===== src/rtl/ksk_pkg.sv =====
// Shared widths, bank geometry and error-bit positions for the KSK bank writer.
package ksk_pkg;
    localparam int KSK_NUM_IDX = 12;
    localparam int KSK_WORDS   = 512;
    localparam int STAGE_W     = 4;
    localparam int IDX_W       = 4;
    localparam int ADDR_W      = 9;
    localparam int WADDR_W     = ADDR_W + 1;
    localparam int ERR_SEQ     = 0;
    localparam int ERR_IDX     = 1;

    typedef struct packed {
        logic [STAGE_W-1:0] stage;
        logic [IDX_W-1:0]   index;
        logic [ADDR_W-1:0]  addr;
    } tuple_t;

    // Beat order: addr runs fastest, then index, then stage (wraps naturally at 16).
    function automatic tuple_t tuple_next(input tuple_t t, input int num_idx, input int words);
        tuple_t n;
        n = t;
        if (int'(t.addr) == words - 1) begin
            n.addr = '0;
            if (int'(t.index) == num_idx - 1) begin
                n.index = '0;
                n.stage = t.stage + 1'b1;
            end else begin
                n.index = t.index + 1'b1;
            end
        end else begin
            n.addr = t.addr + 1'b1;
        end
        return n;
    endfunction
endpackage


===== src/rtl/ksk_bank_writer_if.sv =====
// KSK beat stream: valid/ready handshake carrying a (stage, index, addr) tag and payload.
interface ksk_bank_writer_if
    import ksk_pkg::*;
#(
    parameter int DATA_W = 64
);
    logic               i_ksk_valid;
    logic               o_ksk_ready;
    logic [STAGE_W-1:0] i_ksk_stage;
    logic [IDX_W-1:0]   i_ksk_index;
    logic [ADDR_W-1:0]  i_ksk_addr;
    logic [DATA_W-1:0]  i_ksk_data;

    modport master (
        output i_ksk_valid, i_ksk_stage, i_ksk_index, i_ksk_addr, i_ksk_data,
        input  o_ksk_ready
    );

    modport slave (
        input  i_ksk_valid, i_ksk_stage, i_ksk_index, i_ksk_addr, i_ksk_data,
        output o_ksk_ready
    );
endinterface


===== src/rtl/ksk_pingpong_ctrl.sv =====
// Two-buffer full/release/stage-tag bookkeeping and the current write-buffer pointer.
// Completion and release take effect on the next cycle; a completion into b wins over a release of b.
module ksk_pingpong_ctrl
    import ksk_pkg::*;
(
    input  logic               clk,
    input  logic               rst,
    input  logic               complete,
    input  logic [STAGE_W-1:0] complete_stage,
    input  logic [1:0]         release_pulse,
    output logic               wr_buf,
    output logic [1:0]         buf_full,
    output logic [STAGE_W-1:0] buf_stage0,
    output logic [STAGE_W-1:0] buf_stage1
);
    always_ff @(posedge clk) begin
        if (rst) begin
            wr_buf     <= 1'b0;
            buf_full   <= 2'b00;
            buf_stage0 <= '0;
            buf_stage1 <= '0;
        end else begin
            // Clearing an already-empty buffer is harmless, so no full-qualification needed.
            for (int b = 0; b < 2; b++) begin
                if (release_pulse[b]) begin
                    buf_full[b] <= 1'b0;
                end
            end
            if (complete) begin
                buf_full[wr_buf] <= 1'b1;
                if (wr_buf) begin
                    buf_stage1 <= complete_stage;
                end else begin
                    buf_stage0 <= complete_stage;
                end
                wr_buf <= ~wr_buf;
            end
        end
    end
endmodule


===== src/rtl/ksk_bank_writer.sv =====
// Decodes KSK beats into one-hot bank writes (1-cycle latency) into a ping-pong buffer pair.
// Ready drops while the current write buffer is full and awaiting release by the consumer.
module ksk_bank_writer
    import ksk_pkg::*;
#(
    parameter int DATA_W  = 64,
    parameter int NUM_IDX = KSK_NUM_IDX,
    parameter int WORDS   = KSK_WORDS
)(
    input  logic               clk,
    input  logic               rst,
    ksk_bank_writer_if.slave   ksk,
    output logic [NUM_IDX-1:0] o_bank_we,
    output logic [WADDR_W-1:0] o_bank_waddr,
    output logic [DATA_W-1:0]  o_bank_wdata,
    output logic [1:0]         o_buf_full,
    output logic [STAGE_W-1:0] o_buf_stage0,
    output logic [STAGE_W-1:0] o_buf_stage1,
    input  logic [1:0]         i_buf_release,
    output logic [1:0]         o_err
);
    logic   wr_buf;
    logic   accept;
    logic   legal;
    logic   last_beat;
    tuple_t beat;
    tuple_t expected;

    assign ksk.o_ksk_ready = !o_buf_full[wr_buf] && !rst;
    assign accept          = ksk.i_ksk_valid && ksk.o_ksk_ready;
    assign legal           = {{(32-IDX_W){1'b0}}, ksk.i_ksk_index} < 32'(NUM_IDX);
    assign beat            = '{stage: ksk.i_ksk_stage, index: ksk.i_ksk_index, addr: ksk.i_ksk_addr};
    assign last_beat       = accept && legal
                             && (beat.index == IDX_W'(NUM_IDX - 1))
                             && (beat.addr == ADDR_W'(WORDS - 1));

    always_ff @(posedge clk) begin
        if (rst) begin
            o_bank_we    <= '0;
            o_bank_waddr <= '0;
            o_bank_wdata <= '0;
            o_err        <= 2'b00;
            expected     <= '0;
        end else begin
            o_bank_we <= '0;
            if (accept && legal) begin
                o_bank_we    <= NUM_IDX'(1) << beat.index;
                o_bank_waddr <= {wr_buf, beat.addr};
                o_bank_wdata <= ksk.i_ksk_data;
                if (beat != expected) begin
                    o_err[ERR_SEQ] <= 1'b1;
                end
                // Resync on every legal beat; on a match this is just the normal advance.
                expected <= tuple_next(beat, NUM_IDX, WORDS);
            end
            if (accept && !legal) begin
                o_err[ERR_IDX] <= 1'b1;
            end
        end
    end

    ksk_pingpong_ctrl u_pingpong (
        .clk            (clk),
        .rst            (rst),
        .complete       (last_beat),
        .complete_stage (beat.stage),
        .release_pulse  (i_buf_release),
        .wr_buf         (wr_buf),
        .buf_full       (o_buf_full),
        .buf_stage0     (o_buf_stage0),
        .buf_stage1     (o_buf_stage1)
    );
endmodule


===== src/flat_wrapper.sv =====
// flat-port wrapper written by rule: the top's interface ports become plain ports
module ksk_bank_writer_flat import ksk_pkg::*;
#(
    parameter int DATA_W  = 64,
    parameter int NUM_IDX = KSK_NUM_IDX,
    parameter int WORDS   = KSK_WORDS
)
  (clk, rst, o_bank_we, o_bank_waddr, o_bank_wdata, o_buf_full, o_buf_stage0, o_buf_stage1, i_buf_release, o_err, ksk_i_ksk_valid, ksk_i_ksk_stage, ksk_i_ksk_index, ksk_i_ksk_addr, ksk_i_ksk_data, ksk_o_ksk_ready);
  ksk_bank_writer_if #(.DATA_W(DATA_W)) ksk_i ();
  input  logic clk;
  input  logic rst;
  output logic [NUM_IDX-1:0] o_bank_we;
  output logic [WADDR_W-1:0] o_bank_waddr;
  output logic [DATA_W-1:0] o_bank_wdata;
  output logic [1:0] o_buf_full;
  output logic [STAGE_W-1:0] o_buf_stage0;
  output logic [STAGE_W-1:0] o_buf_stage1;
  input  logic [1:0] i_buf_release;
  output logic [1:0] o_err;
  input wire logic [$bits(ksk_i.i_ksk_valid)-1:0] ksk_i_ksk_valid;
  input wire logic [$bits(ksk_i.i_ksk_stage)-1:0] ksk_i_ksk_stage;
  input wire logic [$bits(ksk_i.i_ksk_index)-1:0] ksk_i_ksk_index;
  input wire logic [$bits(ksk_i.i_ksk_addr)-1:0] ksk_i_ksk_addr;
  input wire logic [$bits(ksk_i.i_ksk_data)-1:0] ksk_i_ksk_data;
  output wire logic [$bits(ksk_i.o_ksk_ready)-1:0] ksk_o_ksk_ready;
  assign ksk_i.i_ksk_valid = ksk_i_ksk_valid;
  assign ksk_i.i_ksk_stage = ksk_i_ksk_stage;
  assign ksk_i.i_ksk_index = ksk_i_ksk_index;
  assign ksk_i.i_ksk_addr = ksk_i_ksk_addr;
  assign ksk_i.i_ksk_data = ksk_i_ksk_data;
  assign ksk_o_ksk_ready = ksk_i.o_ksk_ready;
  ksk_bank_writer #(.DATA_W(DATA_W), .NUM_IDX(NUM_IDX), .WORDS(WORDS)) u_core (.clk(clk), .rst(rst), .ksk(ksk_i), .o_bank_we(o_bank_we), .o_bank_waddr(o_bank_waddr), .o_bank_wdata(o_bank_wdata), .o_buf_full(o_buf_full), .o_buf_stage0(o_buf_stage0), .o_buf_stage1(o_buf_stage1), .i_buf_release(i_buf_release), .o_err(o_err));
endmodule

===== config.mk =====
export PLATFORM = sky130hd
export DESIGN_NAME = ksk_bank_writer_flat
export DESIGN_NICKNAME = d
export VERILOG_FILES = /design/src/rtl/ksk_pkg.sv /design/src/rtl/ksk_bank_writer_if.sv /design/src/rtl/ksk_pingpong_ctrl.sv /design/src/rtl/ksk_bank_writer.sv /design/src/flat_wrapper.sv
export SDC_FILE = /design/constraint.sdc
export NUM_CORES = 1
export LEC_CHECK = 0
export CAP_MARGIN = 10
export CORE_AREA = 2 2 127 129
export DETAILED_ROUTE_END_ITERATION = 12
export DIE_AREA = 0 0 129 131
export PLACE_DENSITY = 0.62
export SETUP_SLACK_MARGIN = 0.1
export SKIP_CTS_REPAIR_TIMING = 1
export SLEW_MARGIN = 20
export SYNTH_ARGS = -nofsm -noshare
export SYNTH_HDL_FRONTEND = slang
export SYNTH_HIERARCHICAL = 1
export SYNTH_SLANG_ARGS = --single-unit
export TNS_END_PERCENT = 10

===== constraint.sdc =====
create_clock -name clk -period 3.52 [get_ports clk]
set_input_delay 0.704 -clock clk [delete_from_list [all_inputs] [get_ports clk]]
set_output_delay 0.704 -clock clk [all_outputs]
set_load 0.02 [all_outputs]

* Yosys cells after proc, flatten, opt, wreduce, memory -nomap -nowiden
Index checks and enable logic that the tools add are counted.
** Storage, ports and cells
- Register bits :: 116
- Bits in latches :: 0
- Memory bits (writable) :: 0
- Memory bits (read-only) :: 0
- Input bits :: 86
- Output and inout bits :: 99
- Memories kept :: 0
** Cells by class
- $add $sub $neg :: 3
- Multipliers :: 0
- Div/mod/pow operators :: 0
- Order comparisons :: 3
- Eq/ne operators :: 5
- Shift-type cells :: 1
- Mux-type cells :: 13
- Bitwise logic cells :: 3
- Reductions and logical operators :: 14
** Operators with widths (count)
- $ne A17 B17 Y1 :: 1
- $shl A1 B4 Y12 const A :: 1
- $add A9 B1 Y9 const B :: 1
- $eq A9 B1 Y1 const B :: 1
- $eq A9 B9 Y1 const B :: 1
- $mux W9 :: 1
- $add A4 B1 Y4 const B :: 2
- $eq A4 B4 Y1 const B :: 2
- $mux W4 :: 2
- $mux W8 :: 1
- $logic_and A1 B1 Y1 :: 7
- $mux W1 :: 7
- $reduce_and A2 Y1 :: 3
- $lt A4 B4 Y1 const B :: 1
- $logic_not A1 Y1 :: 3
- $lt A1 B2 Y1 const B :: 1
- $mux W2 :: 1
- $not A1 Y1 :: 2
- $or A2 B2 Y2 :: 1
- $reduce_or A2 Y1 :: 1
- $demux W1 S1 :: 1
- $ge A1 B1 Y1 const B :: 1

* Longest topological paths before layout
- Depth after elaboration :: 9
- Gate-level depth with buffers :: 10
- Gate-level depth less buffers :: 8

* Hierarchy
The synthesis kept the hierarchy.
** Modules (own cells, without submodules)
- ksk_bank_writer :: times used 1, cells an instance 495, area an instance 4095.2 µm², sequential area each 2102.0 µm²
- ksk_pingpong_ctrl :: times used 1, cells an instance 43, area an instance 454.2 µm², sequential area each 220.2 µm²

* Least setup slack after synthesis
OpenSTA, ideal clock, no wires.
- Path type :: input -> register
- Start point :: input ksk_i_ksk_addr[3]
- End point :: register u_core.u_pingpong.buf_stage1[0]
- Library setup time :: 72 ps
- Arrival :: 2380 ps
- Required time :: 3448 ps
- Setup slack :: 1069 ps
- Stages :: 10
- Path buffers :: 3
- Path through :: clkbuf_1 -> nand4_1 -> nor2_1 -> ha_1 -> clkbuf_1 -> nand4_1 -> nor2_1 -> and2_1 -> buf_6 -> mux2i_1
** Between the ends
- Cells in the longest elaborated chain, start to end :: 3
** Ends and longest elaborated chain
- from (decl) :: line flat_wrapper.sv:23 : input wire logic [$bits(ksk_i.i_ksk_addr)-1:0] ksk_i_ksk_addr;
- $eq A9 B9 Y1 :: line ksk_bank_writer.sv:35 : && (beat.addr == ADDR_W'(WORDS - 1));
- $logic_and A1 B1 Y1 :: line ksk_bank_writer.sv:35
- named net u_core.last_beat :: line ksk_bank_writer.sv:25 : logic last_beat;
- $reduce_and A2 Y1 (no source line)
- to (signal assigned) :: line ksk_pingpong_ctrl.sv:32 : buf_stage1 <= complete_stage;
- to (decl) :: line ksk_pingpong_ctrl.sv:14 : output logic [STAGE_W-1:0] buf_stage1
The timed path passes the listed nets, and every way through them passes these cells.
A chain may end at the register's enable or synchronous reset.

* Worst setup path in the final report
- Start point :: register u_core.u_pingpong.wr_buf
- End point :: output ksk_o_ksk_ready
** Between the ends
- Cells in the longest elaborated chain, start to end :: 4
** Ends and longest elaborated chain
- from (decl) :: line ksk_pingpong_ctrl.sv:11 : output logic wr_buf,
- from (signal assigned) :: line ksk_pingpong_ctrl.sv:36 : wr_buf <= ~wr_buf;
- $mux W1 (not written as such) (2 in series) :: line ksk_bank_writer.sv:29 : assign ksk.o_ksk_ready = !o_buf_full[wr_buf] && !rst;
- $logic_not A1 Y1 :: line ksk_bank_writer.sv:29
- $logic_and A1 B1 Y1 :: line ksk_bank_writer.sv:29
- to (decl) :: line flat_wrapper.sv:25 : output wire logic [$bits(ksk_i.o_ksk_ready)-1:0] ksk_o_ksk_ready;
No other way between the ends. The select of a mux whose other input is x is not followed.

==> out/summary.json <==
{
  "drt_drc_violations_left": 0,
  "hold_slack_ps": 450,
  "clock_pin_transition_on_the_worst_setup_and_hold_timing_paths_ps": 50,
  "p_seq_share_pct": 40.4,
  "worstSetupEndpointType": "output pin",
  "layout_setup_ws_ps": 835,
  "static-leakage-power_nw": 2.57,
  "synth_largest_type_area_fraction_pct": 51.0,
  "placementRows": 46,
  "grt_setup_unrepaired": "false",
  "synth_fa_ha_area_share_pct": 2.20,
  "synth_flop_cell": "dfxtp_1",
  "synth.lib_cells_used.distinct": 34,
  "fill_cells": 1525,
  "r2r-start": "u_core/u_pingpong/wr_buf",
  "source_to_sink_clock_delay_at_the_later_pin_of_the_worst_skew_pair_ps": 400,
  "cp-endpoint": "ksk_o_ksk_ready",
  "switching_share_pct": 22.7,
  "io_buffer_count": 184,
  "critical-path-slowest-cell": "clkdlybuf4s50_1",
  "cts-buffers-inserted": 17,
  "finalNetCount": 804,
  "die_width_um": 129,
  "xor_and_xnor_fraction_of_the_mapped_netlist_area_pct": 5.01,
  "share_comb_of_total_power_pct": 11.9,
  "track_usage_pct": 15.4,
  "n_antenna_cell": 0,
  "worstHoldPathCells": 2,
  "synth_edf_count": 0,
  "netlist_area_um2": 4550,
  "worst_slew_pin_slew_ps": 882,
  "critical_path_class": "register to output pin",
  "synth.net_count": 632,
  "cts.sinks": 116,
  "via_count_of_the_first_global_routing_pass": 4209,
  "power.total_mw": 3.44,
  "cts-htree-levels": 4,
  "floorplan.initialDensity_pct": 29.2,
  "worst_slew_margin_rel_pct": 41.2,
  "drtAntennaViolNets": 0,
  "tritoncts": "built",
  "vias_per_cell": 4.47,
  "maximum_clock_rate_mhz": 372,
  "route.final.wire_length_um": 12900,
  "die_h_um": 131,
  "place_congestion": 0.773,
  "critical_path_arrival_ps": 1980,
  "place_hpwl_um": 8990,
  "slowest_delay_ps": 640,
  "pin_count": 185,
  "setup_tns_ps": 0,
  "finClkSkew_ps": 4.09,
  "synth_simple_gate_area_share_pct": 23.0,
  "worst_hold_path_type": "register to register",
  "first_pass_grt_wire_length_um": 20500,
  "hold_violations": 0,
  "grt_overflow": 0,
  "max_cap_viol_count": 0,
  "final_core_util_pct": 45.5,
  "antenna_found_initial": 0,
  "synth_compound_area_share_pct": 11.6,
  "synth-seq-area-share_pct": 51.0,
  "area_growth_pct": 56.1,
  "synthMostInstantiatedCell": "nand2_1",
  "total_switching_power_uw": 782,
  "netlist_instances": 538,
  "timing.critical_path.cells": "mux2_4, nor2_1, clkdlybuf4s50_1",
  "fin_crit_ps": 2680,
  "layout_worst_path_cycle_share_pct": 76.3,
  "r2r_slack_ps": 1170,
  "core-area_um2": 15600,
  "ys_warn_count": 6,
  "worst_r2r_path_cells": 5,
  "crit_path_max_fanout": 6,
  "worstPathRequired_ps": 2820,
  "yosysTopAreaCell": "dfxtp_1",
  "report.final.setup_viol": 0,
  "drt-initial-drc-count": 195,
  "peak_vdd_ir_mv": 0.271,
  "clock-root-buffer": "clkbuf_16",
  "post_synth.cell_area_avg_um2": 8.46,
  "die_area_um2": 16900,
  "synth.ff_latch_count": 116,
  "post_synth_most_frequent_cells": "nand2_1 (163), dfxtp_1 (116), a21oi_1 (84)",
  "share_of_cells_above_drive_strength_1_pct": 4.99,
  "run_status": "finished clean",
  "synthMuxAreaShare_pct": 2.31,
  "cts-root-to-sink-buffers": 2,
  "setup.worst_path.start_class": "register",
  "wire_per_inst_um": 13.8,
  "timing.rr.end": "u_core/u_pingpong/buf_stage0[1]",
  "grt_max_degree": 96,
  "powerDensity_nw_per_um2": 485,
  "synth.area.top_cells": "dfxtp_1 (51%), nand2_1 (13%), a21oi_1 (9.2%)",
  "detailed_routing_iteration_count_for_the_pre_antenna_repair_pass": 4,
  "vias": 4192,
  "combinational_family_with_the_most_area_after_synthesis": "simple AND/OR/NAND/NOR gates",
  "slew_violations": 0,
  "detailedPlace.worstSlack_ps": 554,
  "cell_internal_pwr_mw": 2.66,
  "startpoint": "u_core/u_pingpong/wr_buf",
  "ys_async_sr_fraction_pct": 0,
  "pwr-share-clk_pct": 47.6
}
==> worst min path at each step <==
stage	end	slack, ps	from
3_5_place_dp	u_core/o_bank_wdata[34]	450	u_core/o_bank_wdata[34]
6_report	u_core/o_bank_wdata[8]	450	u_core/o_bank_wdata[8]
4_1_cts	u_core/o_bank_wdata[34]	450	u_core/o_bank_wdata[34]
5_1_grt	u_core/o_bank_wdata[10]	470	u_core/o_bank_wdata[10]
2_1_floorplan	u_core/expected[0]	440	u_core/expected[0]
3_3_place_gp	u_core/o_bank_wdata[7]	440	u_core/o_bank_wdata[7]
==> per-layer routing <==
layer | wire length [um] | up-vias | GRT usage [%]
li1 | - | 2112 | -
met1 | 5480 | 1941 | 17.9
met2 | 6290 | 126 | 25.6
met3 | 930 | 13 | 6.11
met4 | 232 | 0 | 6.27
met5 | 0 | - | 0
==> layout make-up <==
type                       instances  area [um^2]  area share [%]
multi-input combinational        377         2020            28.4
clock inverter                     5         75.1            1.06
sequential                       116         2320            32.7
clock buffer                      25          485            6.84
timing repair buffer             191         1900            26.8
inverter                           7         26.3           0.370
tap                              216          270            3.81
==> critical path, delay by kind of cell (launching register included) <==
family,cells,cell delay [ps]
AND/OR/NAND/NOR,1,160
flip-flops,1,430
multiplexers,1,360
buffers and inverters,1,640
==> through the flow <==
| step | cells | cell area [um^2] |
|---|---|---|
| 2_1_floorplan | 538 | 4550 |
| 3_3_place_gp | 907 | 6540 |
| 3_5_place_dp | 907 | 6540 |
| 4_1_cts | 937 | 7100 |
| 5_1_grt | 937 | 7100 |
| 6_report | 937 | 7100 |
==> layout by cell type (no fill, tap or decap), drive strengths merged, types with 2 or more instances in the layout <==
cell and n:
dfxtp 116, nand2 163, a311oi 2, a21oi 84
nand2b 17, nand4 8, bufinv 2, o32ai 3
nand3 6, clkdlybuf4s50 183, clkbuf 25, nor3 3
mux2i 9, and3 8, xnor2 20, nor2 14
buf 8, ha 8, xor2 6, and2 6
clkinv 3, inv 7, or3 4, a211oi 5
==> kinds of logic after synthesis <==
family,count (synthesis)
flops,116
compound gates,97
xor+xnor,26
mux,10
fa+ha+maj,8
simple gates,236
buf+inv,45
==> registers in the layout (all words and copies together), names as in the netlist <==
| signal | count |
|---|---|
| u_core/o_bank_we | 12 |
| u_core/u_pingpong/buf_stage1 | 4 |
| u_core/expected | 17 |
| u_core/u_pingpong/wr_buf | 1 |
| u_core/o_bank_waddr | 10 |
| u_core/o_err | 2 |
| u_core/u_pingpong/buf_stage0 | 4 |
| u_core/o_bank_wdata | 64 |
| u_core/u_pingpong/buf_full | 2 |
==> power groups by stage <==
stage / Combinational (mW) / Sequential (mW) / Clock (mW)
finish: 0.411 / 1.39 / 1.64
global route: 0.448 / 1.40 / 1.76
CTS: 0.416 / 1.39 / 1.69
detailed placement: 0.413 / 1.42 / 0
global placement: 0.409 / 1.42 / 0
floorplan: 0.148 / 1.46 / 0
Note: power is estimated with default switching activity, not from simulation.
